--- config.mk ---
export PLATFORM = sky130hd
export DESIGN_NAME = fetch_stage_flat
export DESIGN_NICKNAME = d
export VERILOG_FILES = /design/src/rtl/fetch_stage_pkg.sv /design/src/rtl/fetch_stage_if.sv /design/src/rtl/fetch_stage_branch_target.sv /design/src/rtl/fetch_stage.sv /design/src/flat_wrapper.sv
export SDC_FILE = /design/constraint.sdc
export NUM_CORES = 1
export LEC_CHECK = 0
export CAP_MARGIN = 0
export CORE_MARGIN = 2
export CORE_UTILIZATION = 45
export DETAILED_ROUTE_END_ITERATION = 7
export HOLD_SLACK_MARGIN = 0.1
export PLACE_DENSITY = 0.76
export SYNTH_ARGS = -nofsm -noshare
export SYNTH_HDL_FRONTEND = slang
export SYNTH_HIERARCHICAL = 1
export SYNTH_SLANG_ARGS = --single-unit
export TNS_END_PERCENT = 20
--- constraint.sdc ---
create_clock -name clk -period 5.15 [get_ports clk]
set_input_delay 0.515 -clock clk [delete_from_list [all_inputs] [get_ports clk]]
set_output_delay 0.515 -clock clk [all_outputs]
set_load 0.05 [all_outputs]
--- src/rtl/fetch_stage_pkg.sv ---
// Shared constants and types for the instruction-fetch stage.
// Branch immediate field layout and PC arithmetic constants live here.
package fetch_stage_pkg;

    localparam int unsigned B_IMM_MSB  = 23;
    localparam int unsigned B_IMM_LSB  = 0;
    localparam int unsigned B_IMM_W    = B_IMM_MSB - B_IMM_LSB + 1;
    localparam logic [31:0] PC_AHEAD   = 32'd8;
    localparam logic [31:0] INST_BYTES = 32'd4;

    typedef enum logic [1:0] {
        FETCH_NORMAL,
        FETCH_STALL,
        FETCH_REDIRECT
    } fetch_mode_e;

    // Word offset of a B-type immediate, sign-extended to a byte offset.
    function automatic logic [31:0] b_offset(input logic [B_IMM_W-1:0] imm);
        return {{(32 - B_IMM_W - 2){imm[B_IMM_W-1]}}, imm, 2'b00};
    endfunction

endpackage

--- src/rtl/fetch_stage_if.sv ---
// Fetch-stage bus: instruction memory port, decode control and IF/ID outputs.
// master = fetch stage, slave = memory/decode environment.
interface fetch_stage_if;

    logic        stall;
    logic        branch_taken;
    logic        imem_en;
    logic [31:0] imem_addr;
    logic [31:0] imem_rdata;
    logic [31:0] inst;
    logic [31:0] inst_pc;
    logic        inst_valid;

    modport master (
        input  stall, branch_taken, imem_rdata,
        output imem_en, imem_addr, inst, inst_pc, inst_valid
    );

    modport slave (
        output stall, branch_taken, imem_rdata,
        input  imem_en, imem_addr, inst, inst_pc, inst_valid
    );

endinterface

--- src/rtl/fetch_stage_branch_target.sv ---
// Branch target adder: pc + 8 + sign-extended imm24 words, wrapping mod 2^32.
module fetch_stage_branch_target
    import fetch_stage_pkg::*;
(
    input  logic [31:0]        pc,
    input  logic [B_IMM_W-1:0] imm24,
    output logic [31:0]        target
);

    assign target = pc + PC_AHEAD + b_offset(imm24);

endmodule

--- src/rtl/fetch_stage.sv ---
// Instruction-fetch stage: PC, synchronous imem read, IF/ID register,
// taken-branch redirect and a one-entry skid buffer for decode stalls.
module fetch_stage
    import fetch_stage_pkg::*;
#(
    parameter logic [31:0] RESET_PC = 32'h0000_0000
) (
    input  logic          clk,
    input  logic          reset,
    fetch_stage_if.master bus
);

    logic [31:0] r_pc;
    logic [31:0] r_req_pc;
    logic        r_req_valid;
    logic [31:0] r_skid;
    logic [31:0] r_skid_pc;
    logic        r_skid_valid;
    logic [31:0] r_inst;
    logic [31:0] r_inst_pc;
    logic        r_inst_valid;

    logic        w_redirect;
    logic [31:0] w_target;
    fetch_mode_e w_mode;

    fetch_stage_branch_target u_branch_target (
        .pc     (r_inst_pc),
        .imm24  (r_inst[B_IMM_MSB:B_IMM_LSB]),
        .target (w_target)
    );

    // Redirect outranks stall: a taken branch squashes whatever decode holds.
    always_comb begin
        w_redirect = bus.branch_taken & r_inst_valid;
        if (w_redirect) begin
            w_mode = FETCH_REDIRECT;
        end else if (bus.stall) begin
            w_mode = FETCH_STALL;
        end else begin
            w_mode = FETCH_NORMAL;
        end
    end

    always_comb begin
        bus.imem_en   = 1'b0;
        bus.imem_addr = r_pc;
        if (!reset) begin
            case (w_mode)
                FETCH_REDIRECT: begin
                    bus.imem_en   = 1'b1;
                    bus.imem_addr = w_target;
                end
                FETCH_NORMAL: bus.imem_en = 1'b1;
                default:      bus.imem_en = 1'b0;
            endcase
        end
    end

    assign bus.inst       = r_inst;
    assign bus.inst_pc    = r_inst_pc;
    assign bus.inst_valid = r_inst_valid;

    always_ff @(posedge clk or posedge reset) begin
        if (reset) begin
            r_pc         <= RESET_PC;
            r_req_pc     <= '0;
            r_req_valid  <= 1'b0;
            r_skid       <= '0;
            r_skid_pc    <= '0;
            r_skid_valid <= 1'b0;
            r_inst       <= '0;
            r_inst_pc    <= '0;
            r_inst_valid <= 1'b0;
        end else begin
            case (w_mode)
                FETCH_REDIRECT: begin
                    r_pc         <= w_target + INST_BYTES;
                    r_req_pc     <= w_target;
                    r_req_valid  <= 1'b1;
                    r_inst_valid <= 1'b0;
                    r_skid_valid <= 1'b0;
                end
                FETCH_STALL: begin
                    // The read issued last cycle returns now; park it until decode frees up.
                    r_req_valid <= 1'b0;
                    if (r_req_valid) begin
                        r_skid       <= bus.imem_rdata;
                        r_skid_pc    <= r_req_pc;
                        r_skid_valid <= 1'b1;
                    end
                end
                default: begin
                    r_pc        <= r_pc + INST_BYTES;
                    r_req_pc    <= r_pc;
                    r_req_valid <= 1'b1;
                    if (r_skid_valid) begin
                        r_inst       <= r_skid;
                        r_inst_pc    <= r_skid_pc;
                        r_inst_valid <= 1'b1;
                        r_skid_valid <= 1'b0;
                    end else if (r_req_valid) begin
                        r_inst       <= bus.imem_rdata;
                        r_inst_pc    <= r_req_pc;
                        r_inst_valid <= 1'b1;
                    end else begin
                        r_inst_valid <= 1'b0;
                    end
                end
            endcase
        end
    end

endmodule

--- src/flat_wrapper.sv ---
// flat-port wrapper written by rule: the top's interface ports become plain ports
module fetch_stage_flat import fetch_stage_pkg::*;
#(
    parameter logic [31:0] RESET_PC = 32'h0000_0000
)
  (clk, reset, bus_stall, bus_branch_taken, bus_imem_rdata, bus_imem_en, bus_imem_addr, bus_inst, bus_inst_pc, bus_inst_valid);
  fetch_stage_if bus_i ();
  input  logic clk;
  input  logic reset;
  input wire logic [$bits(bus_i.stall)-1:0] bus_stall;
  input wire logic [$bits(bus_i.branch_taken)-1:0] bus_branch_taken;
  input wire logic [$bits(bus_i.imem_rdata)-1:0] bus_imem_rdata;
  output wire logic [$bits(bus_i.imem_en)-1:0] bus_imem_en;
  output wire logic [$bits(bus_i.imem_addr)-1:0] bus_imem_addr;
  output wire logic [$bits(bus_i.inst)-1:0] bus_inst;
  output wire logic [$bits(bus_i.inst_pc)-1:0] bus_inst_pc;
  output wire logic [$bits(bus_i.inst_valid)-1:0] bus_inst_valid;
  assign bus_i.stall = bus_stall;
  assign bus_i.branch_taken = bus_branch_taken;
  assign bus_i.imem_rdata = bus_imem_rdata;
  assign bus_imem_en = bus_i.imem_en;
  assign bus_imem_addr = bus_i.imem_addr;
  assign bus_inst = bus_i.inst;
  assign bus_inst_pc = bus_i.inst_pc;
  assign bus_inst_valid = bus_i.inst_valid;
  fetch_stage #(.RESET_PC(RESET_PC)) u_core (.clk(clk), .reset(reset), .bus(bus_i));
endmodule
# Word-level counts from Yosys, hierarchy flattened
# Cells that the tools add are included.
[word_totals]
ff_bits = 195
[classes]
muxes = 18
add_sub_neg = 4
reduce_logical = 6
bitwise_logic = 2
eq_ne = 3
[op_table]
columns = ["cell", "n"]
rows = [
  ["$mux W32", 6],
  ["$pmux W32 S2", 2],
  ["$add A32 B3 Y32 const B", 2],
  ["$add A32 B32 Y32", 1],
  ["$add A32 B4 Y32 const B", 1],
  ["$mux W1", 8],
  ["$reduce_and A2 Y1", 2],
  ["$reduce_or A2 Y1", 2],
  ["$eq A2 B1 Y1 const B", 1],
  ["$eq A2 B2 Y1 const B", 1],
  ["$logic_not A2 Y1", 1],
  ["$mux W2", 1],
  ["$ne A2 B1 Y1 const B", 1],
  ["$pmux W1 S2", 1],
  ["$reduce_bool A2 Y1", 1],
  ["$and A1 B1 Y1", 1],
  ["$not A1 Y1", 1],
]

# Longest topological paths before layout
[logic_depth]
word_depth = 6
mapped_depth = 20
mapped_depth_nobuf = 20

# Cells and area by module
# Netlist, hierarchy kept.
[modules_own_cells]
columns = ["mod", "seq_area_each_um2", "area_per_inst_um2", "instances", "cells_each"]
rows = [
  ["fetch_stage", 4879.7, 9649.3, 1, 894],
  ["fetch_stage_branch_target", 0.0, 1871.8, 1, 232],
]

# Worst setup path before layout
# OpenSTA, ideal clock, no wires.
[synth_path]
path_type = "input to output"
from = "input reset"
to = "output bus_imem_addr[10]"
slack_ns = 0.288
arrival_ns = 4.347
n_path_buf = 1
path_stages = 4
required_time_ns = 4.635
cell_sequence = "inv_2 nand2_1 clkbuf_1 mux2_2"
[synth_via]
elab_chain_len = 1
[synth_rtl]
columns = ["item", "line", "rtl"]
rows = [
  ["start, declared", "flat_wrapper.sv:9", "input logic reset;"],
  ["$mux W32", "fetch_stage.sv:48", "if (!reset) begin"],
  ["end, declared", "flat_wrapper.sv:14", "output wire logic [$bits(bus_i.imem_addr)-1:0] bus_imem_addr;"],
]
# No other way between the ends.

# Worst setup path in the final report
[layout_path]
from = "register u_core.r_inst_pc[3] (netlist: u_core/bus.inst_pc[3])"
to = "register u_core.r_pc[28]"
[layout_via]
elab_chain_len = 4
[layout_rtl]
columns = ["item", "line", "rtl"]
rows = [
  ["start, declared", "fetch_stage.sv:20", "logic [31:0] r_inst_pc;"],
  ["start signal, assigned", "fetch_stage.sv:99", "r_inst_pc <= r_skid_pc;"],
  ["start signal, assigned", "fetch_stage.sv:104", "r_inst_pc <= r_req_pc;"],
  ["$add A32 B4 Y32", "fetch_stage_branch_target.sv:10", "assign target = pc + PC_AHEAD + b_offset(imm24);"],
  ["$add A32 B32 Y32", "fetch_stage_branch_target.sv:10", ""],
  ["net u_core.w_target[25]", "fetch_stage.sv:24", "logic [31:0] w_target;"],
  ["$add A32 B3 Y32", "fetch_stage.sv:78", "r_pc <= w_target + INST_BYTES;"],
  ["$pmux W32 S2", "fetch_stage.sv:76", "case (w_mode)"],
  ["end signal, assigned", "fetch_stage.sv:78", ""],
  ["end signal, assigned", "fetch_stage.sv:94", "r_pc <= r_pc + INST_BYTES;"],
  ["end, declared", "fetch_stage.sv:13", "logic [31:0] r_pc;"],
]
# The timed path passes the listed nets, and every way through them passes these cells.
# A chain may end at the register's enable or synchronous reset.

==> qor.yml <==
die:
  rows: 58
  initial_core_util_pct: 45.8
  die_w_um: 164
  io_pins: 134
  dieArea_um2: 26900
  die_h_um: 164
  core_um2: 25200
critical_path:
  crit_path_start_kind: "register"
  path_class: "reg -> reg"
  worstSetupEndpointType: "register"
  required_ns: 5.45
  crit_path_max_fanout: 5
  worstPathArrival_ns: 5.14
clock_tree:
  post_cts_buffers: 0
  cts-buffers-inserted: 17
  cts_max_level: 4
  clock_latency_ns: 0.44
  cts_resized: 0
  clock_path_buffers: 2
  ctsHoldBuffers: 0
  cts_tree: "built"
  clock-root-buffer: "clkbuf_16"
  clk_pin_slew_worst_paths_ns: 0.08
  clock-sinks: 195
global_routing:
  globalRouteOverflowTotal: 0
  grt_pass1_wl_mm: 46.0
  grt_max_degree: 77
  grt_antenna_before_repair: 0
  gr-usage-all-layers_pct: 21.7
  grt_pass1_vias: 8756
layout:
  drive_gt1_share_pct: 17.0
  finalNonFillerCells: 1580
  nFillCells: 2181
  antennaDiodeCount: 0
  layout_commonest_cell: "dfrtp_1"
  fin_nets: 1332
  area_growth_pct: 19.1
  layout_common_cells: "dfrtp_1, nor2_1, mux2i_1, clkdlybuf4s50_1, mux2_2"
synth:
  ys.flop_type: "dfrtp_1"
  synth_cells: 1126
  yosys_register_bits: 195
  synth_compound_area_share_pct: 11.1
  syn_area_um2: 11500
  yosysSeqAreaShare_pct: 42.4
  async_flop_share_pct: 100
  synthAdderAreaFrac_pct: 6.47
  synth_nets: 1221
  synth.avg_cell_area_um2: 10.2
  synth_cell_type_count: 70
  synth_edf_count: 0
  synth_mux_area_share_pct: 19.4
  synth_xor_area_share_pct: 5.70
  yosys_warnings: 6
  synth_top_family_by_area: "multiplexers"
  synthSimpleGateAreaFrac_pct: 12.3
placement:
  hpwl_mm: 19.8
  globalplace.congestion: 0.901
  portBuffers: 133
  dpl.cell_count: 1548
detailed_routing:
  drc_errors: 0
  antenna_left: 0
  vias: 8886
  wirelength_mm: 28.6
  viasPerCell: 5.62
  drt-pass1-iter-count: 5
  wl_per_cell_um: 18.1
  drt_iter0_drc: 638
sta:
  setup_tns_ns: 0
  hold_violations: 0
  clock.fmax_mhz: 207
  slew_violations: 0
  max_slew.worst_pin.slew_ns: 1.09
  clock-skew-final_ns: 0.0120
  maxSlewHeadroom_pct: 27.4
  final-setup-viol-count: 0
  post-route-period-util_pct: 93.9
  fin_crit_ns: 4.84
  rsz0062_at_grt: "false"
job:
  drv_cap: 0
status:
  status: "finished, final reports clean"
hold_path:
  hold_path.class: "reg -> reg"
[cell usage after synthesis (all sizes together), types with 3 or more instances]
cell	n	share of area [%]
a21oi	99	4.4
o31ai	3	0.20
and3	6	0.37
o21ai	67	3.0
dfrtp	195	42
mux2	104	10
a21o	11	0.73
or2	5	0.27
and2	3	0.21
a31oi	5	0.40
clkbuf	45	1.5
buf	14	0.76
nand3	21	0.91
a211oi	3	0.24
nor4	5	0.33
inv	13	0.42
nor3b	5	0.33
nand4	14	0.76
nand2	87	2.8
mux2i	106	9.2
and4	4	0.30
o311ai	3	0.29
o21a	3	0.20
nor2	108	3.5
nor3	16	0.70
nand2b	8	0.43
xor2	20	1.5
ha	58	6.3
xnor2	55	4.2
or3	3	0.16
nor2b	7	0.38
[logic make-up after synthesis]
logic type,Yosys count
buf+inv,72
compound gates,214
flops,195
mux,210
xor+xnor,75
simple gates,301
fa+ha+maj,59
[per-stage QoR]
step / hold WS [ns] / utilization (%) / worst slack [ns] / area, um2
after floorplan: 0.471 / - / 0.288 / 11500
after global placement: 0.487 / 52.1 / 0.694 / 13100
after global routing: 0.515 / 54.5 / 0.0507 / 13700
after CTS: 0.511 / 54.5 / 0.373 / 13700
after detailed placement: 0.493 / 52.1 / 0.516 / 13100
final: 0.508 / 54.5 / 0.314 / 13700
[final timing paths]
path,start,end,slack [ns],depth (start not counted)
worst min-delay path,u_core/r_skid_pc[16],u_core/r_skid_pc[16],0.51,1
min in group asynchronous,reset,u_core/bus.inst_valid,0.56,2
worst min register to register,u_core/r_skid_pc[16],u_core/r_skid_pc[16],0.51,1
worst max-delay path,u_core/bus.inst_pc[3],u_core/r_pc[28],0.31,19
max in group asynchronous,reset,u_core/bus.inst[23],2.50,4
worst max register to register,u_core/bus.inst_pc[3],u_core/r_pc[28],0.31,19
[worst max-delay path: stages (launching register included)]
cell,delay (ns)
dfrtp_1,0.37
inv_1,0.05
ha_1,0.27
inv_1,0.04
ha_1,0.21
fa_1,0.44
a211oi_2,0.28
o21bai_2,0.14
o21ai_2,0.27
o221ai_2,0.19
a41oi_2,0.29
o31ai_1,0.11
xor2_1,0.40
nand4_1,0.14
o21ai_0,0.25
nand4_1,0.15
nor4_1,0.62
nor2b_1,0.25
xnor2_1,0.13
o21ai_0,0.08
[sequential cells by signal (all words and copies together), names as in the netlist]
name and count:
u_core/r_req_pc 32, u_core/bus.inst_pc 32, u_core/r_req_valid 1, u_core/r_skid 32, u_core/bus.inst_valid 1, u_core/r_skid_pc 32
u_core/r_pc 32, u_core/r_skid_valid 1, u_core/bus.inst 32
[final cells by class]
class | instances | area (um2) | share of cell area (%)
Multi-Input combinational cell | 859 | 6350 | 46.3
Sequential cell | 195 | 4880 | 35.6
Timing Repair Buffer | 151 | 1420 | 10.3
Clock buffer | 17 | 425 | 3.10
Tap cell | 330 | 413 | 3.01
Clock inverter | 15 | 166 | 1.21
Inverter | 13 | 56.3 | 0.410
[routing by layer]
| layer | GRT usage, % | vias up | wire length (um) |
|---|---|---|---|
| li1 | - | 4235 | - |
| met1 | 28.7 | 4366 | 12500 |
| met2 | 36.3 | 252 | 14100 |
| met3 | 4.19 | 33 | 1530 |
| met4 | 6.46 | 0 | 486 |
| met5 | 0 | - | 0 |
Power is not shown: default switching activity piles up to over one toggle a cycle in this logic, so the estimate is an artifact.
